--- config.mk ---
export PLATFORM = sky130hd
export DESIGN_NAME = axis_prefetch_fifo
export DESIGN_NICKNAME = d
export VERILOG_FILES = /design/src/rtl/axis_prefetch_fifo.sv
export SDC_FILE = /design/constraint.sdc
export NUM_CORES = 1
export LEC_CHECK = 0
export BUFFER_PORTS_ARGS = -buffer_cell sky130_fd_sc_hd__buf_2
export CAP_MARGIN = 20
export CORE_ASPECT_RATIO = 1.2
export CORE_MARGIN = 10
export CORE_UTILIZATION = 50
export DETAILED_ROUTE_END_ITERATION = 8
export PLACE_DENSITY = 0.71
export SLEW_MARGIN = 20
export SYNTH_ARGS = -nofsm -noshare
export SYNTH_HDL_FRONTEND = slang
export SYNTH_SLANG_ARGS = --single-unit
--- constraint.sdc ---
create_clock -name aclk -period 2 [get_ports aclk]
set_input_delay 0 -clock aclk [delete_from_list [all_inputs] [get_ports aclk]]
set_output_delay 0 -clock aclk [all_outputs]
set_load 0.005 [all_outputs]
--- src/rtl/axis_prefetch_fifo.sv ---
// AXI-Stream FIFO with registered handshake outputs on both sides.
// The head entry is presented from storage, so every output is driven only by flops.
module axis_prefetch_fifo #(
   parameter int DATA_WIDTH = 32,
   parameter int USER_WIDTH = 1,
   parameter int DEPTH      = 4
) (
   input  logic                         aclk,
   input  logic                         areset,
   input  logic [DATA_WIDTH-1:0]        s_axis_tdata,
   input  logic [DATA_WIDTH/8-1:0]      s_axis_tkeep,
   input  logic [USER_WIDTH-1:0]        s_axis_tuser,
   input  logic                         s_axis_tlast,
   input  logic                         s_axis_tvalid,
   output logic                         s_axis_tready,
   output logic [DATA_WIDTH-1:0]        m_axis_tdata,
   output logic [DATA_WIDTH/8-1:0]      m_axis_tkeep,
   output logic [USER_WIDTH-1:0]        m_axis_tuser,
   output logic                         m_axis_tlast,
   output logic                         m_axis_tvalid,
   input  logic                         m_axis_tready,
   output logic [$clog2(DEPTH+1)-1:0]   level
);

   localparam int KEEP_W = DATA_WIDTH / 8;
   localparam int WORD_W = 1 + USER_WIDTH + KEEP_W + DATA_WIDTH;
   localparam int PTR_W  = $clog2(DEPTH);
   localparam int LVL_W  = $clog2(DEPTH + 1);

   logic [WORD_W-1:0] mem_q [DEPTH];
   logic [PTR_W-1:0]  wr_ptr_q, wr_ptr_d;
   logic [PTR_W-1:0]  rd_ptr_q, rd_ptr_d;
   logic [LVL_W-1:0]  level_q, level_d;
   logic              s_ready_q, s_ready_d;
   logic              m_valid_q, m_valid_d;
   logic              push, pop;
   logic [WORD_W-1:0] wr_word;

   always_comb begin
      push     = s_axis_tvalid && s_ready_q;
      pop      = m_valid_q && m_axis_tready;
      wr_word  = {s_axis_tlast, s_axis_tuser, s_axis_tkeep, s_axis_tdata};
      wr_ptr_d = wr_ptr_q;
      rd_ptr_d = rd_ptr_q;
      level_d  = level_q;
      if (push) wr_ptr_d = wr_ptr_q + PTR_W'(1);
      if (pop)  rd_ptr_d = rd_ptr_q + PTR_W'(1);
      if (push && !pop)      level_d = level_q + LVL_W'(1);
      else if (pop && !push) level_d = level_q - LVL_W'(1);
      // Handshake flags are derived from the next level so they are valid one edge later.
      s_ready_d = (level_d != LVL_W'(DEPTH));
      m_valid_d = (level_d != '0);
   end

   always_ff @(posedge aclk) begin
      if (areset) begin
         wr_ptr_q  <= '0;
         rd_ptr_q  <= '0;
         level_q   <= '0;
         s_ready_q <= 1'b0;
         m_valid_q <= 1'b0;
      end else begin
         wr_ptr_q  <= wr_ptr_d;
         rd_ptr_q  <= rd_ptr_d;
         level_q   <= level_d;
         s_ready_q <= s_ready_d;
         m_valid_q <= m_valid_d;
      end
   end

   // Storage is intentionally left out of reset; payload is ignored while tvalid is low.
   always_ff @(posedge aclk) begin
      if (push) mem_q[wr_ptr_q] <= wr_word;
   end

   assign {m_axis_tlast, m_axis_tuser, m_axis_tkeep, m_axis_tdata} = mem_q[rd_ptr_q];
   assign s_axis_tready = s_ready_q;
   assign m_axis_tvalid = m_valid_q;
   assign level         = level_q;

endmodule

==> impl_metrics.yaml <==
detailed_routing:
  drc: 0
  vias_per_cell: 5.289
  wire_per_inst_um: 19.82
  drtIter0Drc: 172
  vias: 3041
  dr.pass1.iters: 4
  wl_mm: 11.40
  drtAntennaViolNets: 0
clock_tree:
  clk_pin_slew_ps: 60
  numCtsBuffers: 17
  postCtsSetupRepairBufs: 0
  insertion_delay_ps: 410
  tritoncts: "built"
  clockBufferDepth: 2
  cts-root-buf: "clkbuf_16"
  cts_sinks: 163
  htreeDepth: 4
place:
  placed_area_um2: 6745
  dp_slack_ps: 207.9
  portBuffers: 84
  hpwl_mm: 7.154
  gp_congestion: 0.7524
  dp.cells: 504
floorplanning:
  die_y_um: 140.5
  die_area_um2: 16910
  rows: 43
  ioPinCount: 85
  core_um2: 11670
  start_util_pct: 51.80
  die_x_um: 120.4
timing:
  setup_ws_ps: 147.9
  finalSetupTns_ps: 0
  hold_viol: 0
  rsz0062_at_grt: "false"
  slew_headroom_pct: 72.60
  max_freq_ghz: 0.5399
  tightest_slew_ps: 411.0
  slew_viol_final: 0
  skew_ps: 10.25
  fin_crit_sh_pct: 92.60
  setup_viol: 0
  hold_slack_ps: 52.54
  period_minus_slack_ps: 1852
yosys:
  yosys_warnings: 0
  synth-simple-area-share_pct: 2.110
  syn_area_per_cell_um2: 23.17
  synth_seq_area_share_pct: 79.12
  synthAdderAreaFrac_pct: 1.241
  synth_xor_xnor_area_share_pct: 0.9932
  synth_edf_count: 152
  synth.distinct_cells: 32
  synth_compound_area_share_pct: 1.117
  synthCells: 261
  synth.net_count: 309
  synthMuxAreaShare_pct: 14.32
  synth-main-ff-cell: "edfxtp_1"
  synth-async-reset-ratio_pct: 0
  netlist_area_um2: 6047
  synth_top_family_by_area: "multiplexers"
  yosys_register_bits: 163
global_route:
  grtUsageTotal_pct: 14.24
  antenna_found_initial: 0
  grt_overflow_total: 0
  grt_max_degree: 27
  grt_pass1_wl_mm: 18.44
  first_global_vias: 3387
power:
  power.share.combinational_pct: 13.8
  p_int_mw: 6.647
  total_power_mw: 8.517
  p_leak_nw: 2.697
  p_sw_share_pct: 21.95
  clockPowerShare_pct: 38.8
  powerDensity_nw_per_um2: 1099
  ir_drop_v: 0.0008411
  p_switching_mw: 1.870
  pwr-share-seq_pct: 47.3
worst_setup_path:
  crit_path_top_delay_cell: "mux4_2"
  crit_required_ps: 2000
  critPathKind: "flip-flop to output pin"
  path_max_fanout: 14
  end_kind: "output pin"
  crit_chain: "buf_12 > mux4_2 > buf_2"
  slowest_delay_ps: 550
  startpoint_type: "flip-flop"
  arrival_ps: 1850
layout:
  final_layout_size_suffix_gt1_share_pct: 41.15
  layout_commonest_cell: "edfxtp_1"
  layout_common_cells: "edfxtp_1 (152), buf_2 (84), dlygate4sd3_1 (39), mux4_2 (38), clkbuf_16 (17)"
  utilization_pct: 66.38
  antenna_cells: 0
  design_area_um2: 7750
  nFillCells: 784
  syn_to_final_growth_pct: 28.16
  fin_cells: 575
  final_nets: 453
job:
  cap_violations: 0
outcome:
  outcome: "finished clean"
hold_path:
  min_path_type: "input pin to flip-flop"
kinds of logic (layout without fill, tap and decap cells):
logic type                 Yosys count  in the layout
AOI/OAI and AO/OA                    9              9
xor gates and xnor gates             6              6
adders and majority gates            6              6
buffers and inverters               14            171
DFF                                163            163
muxes                               39             39
and+or+nand+nor                     24             24
cell type report:
class	count	area (um2)	share of cell area [%]
clock buffers	18	429.2	5.538
repair buffers	135	938.4	12.11
flip-flops and latches	163	4790	61.80
inverters	4	15.01	0.1937
multi-input cells	84	1196	15.43
clock inverters	14	185.2	2.389
well taps	157	196.4	2.535
repair_timing:
action / 4_1_cts / 5_1_grt
hold buffers: 39 / 0
gates resized for setup: 0 / 0
endpoints found under the setup margin: 0 / 0
endpoints found under the hold margin: 163 / 0
path summary, 6_finish.rpt:
kind	start	endpoint	slack, ps	depth (start not counted)
setup / recovery	flip-flop	m_axis_tkeep[0]	150	3
hold / removal	s_axis_tvalid	wr_ptr_q[1]	50	4
setup reg to reg	level[0]	s_axis_tready	180	5
hold reg to reg	wr_ptr_q[1]	wr_ptr_q[1]	500	2
worst max-delay path: cells and delay by family, from the launching register on:
| kind | cells | cell delay [ps] |
|---|---|---|
| buf+inv | 2 | 380 |
| flops | 1 | 520 |
| mux | 1 | 550 |
layer usage:
layer / wire [um] / vias up / part of all wire, % / track usage [%]
met3: 700 / 9 / 6.1 / 5.227
li1: - / 1380 / - / -
met4: 126 / 0 / 1.1 / 4.580
met1: 4353 / 1579 / 38 / 15.64
met5: 0 / - / 0 / 0
met2: 6216 / 73 / 55 / 24.89
state kept, by name, indices dropped and copies added (netlist names), named ones only:
signal and cells:
m_axis_tvalid 1, mem_q 152, rd_ptr_q 2, wr_ptr_q 2, s_axis_tready 1, level 3
synth_stat cells (2+ instances only):
| library cell | count | share of area, % |
|---|---|---|
| edfxtp_1 | 152 | 75 |
| and3_2 | 4 | 0.50 |
| buf_2 | 4 | 0.33 |
| ha_1 | 6 | 1.2 |
| nand2_1 | 6 | 0.37 |
| mux4_2 | 38 | 14 |
| clkbuf_1 | 2 | 0.12 |
| nor2_1 | 7 | 0.43 |
| inv_1 | 4 | 0.25 |
| dfxtp_1 | 11 | 3.6 |
| xnor2_1 | 3 | 0.43 |
| a21oi_1 | 2 | 0.17 |
| buf_4 | 2 | 0.25 |
| xor2_1 | 2 | 0.29 |
power groups by stage:
stage / registers, mW / clock network (mW) / logic (mW)
after floorplan: 4.04 / 0 / 0.698
after global placement: 4.09 / 0 / 1.13
after detailed placement: 4.10 / 0 / 1.14
after CTS: 4.03 / 3.37 / 1.21
after global routing: 4.05 / 3.53 / 1.30
final: 4.03 / 3.31 / 1.18
Power figures use the tool's default switching activity.
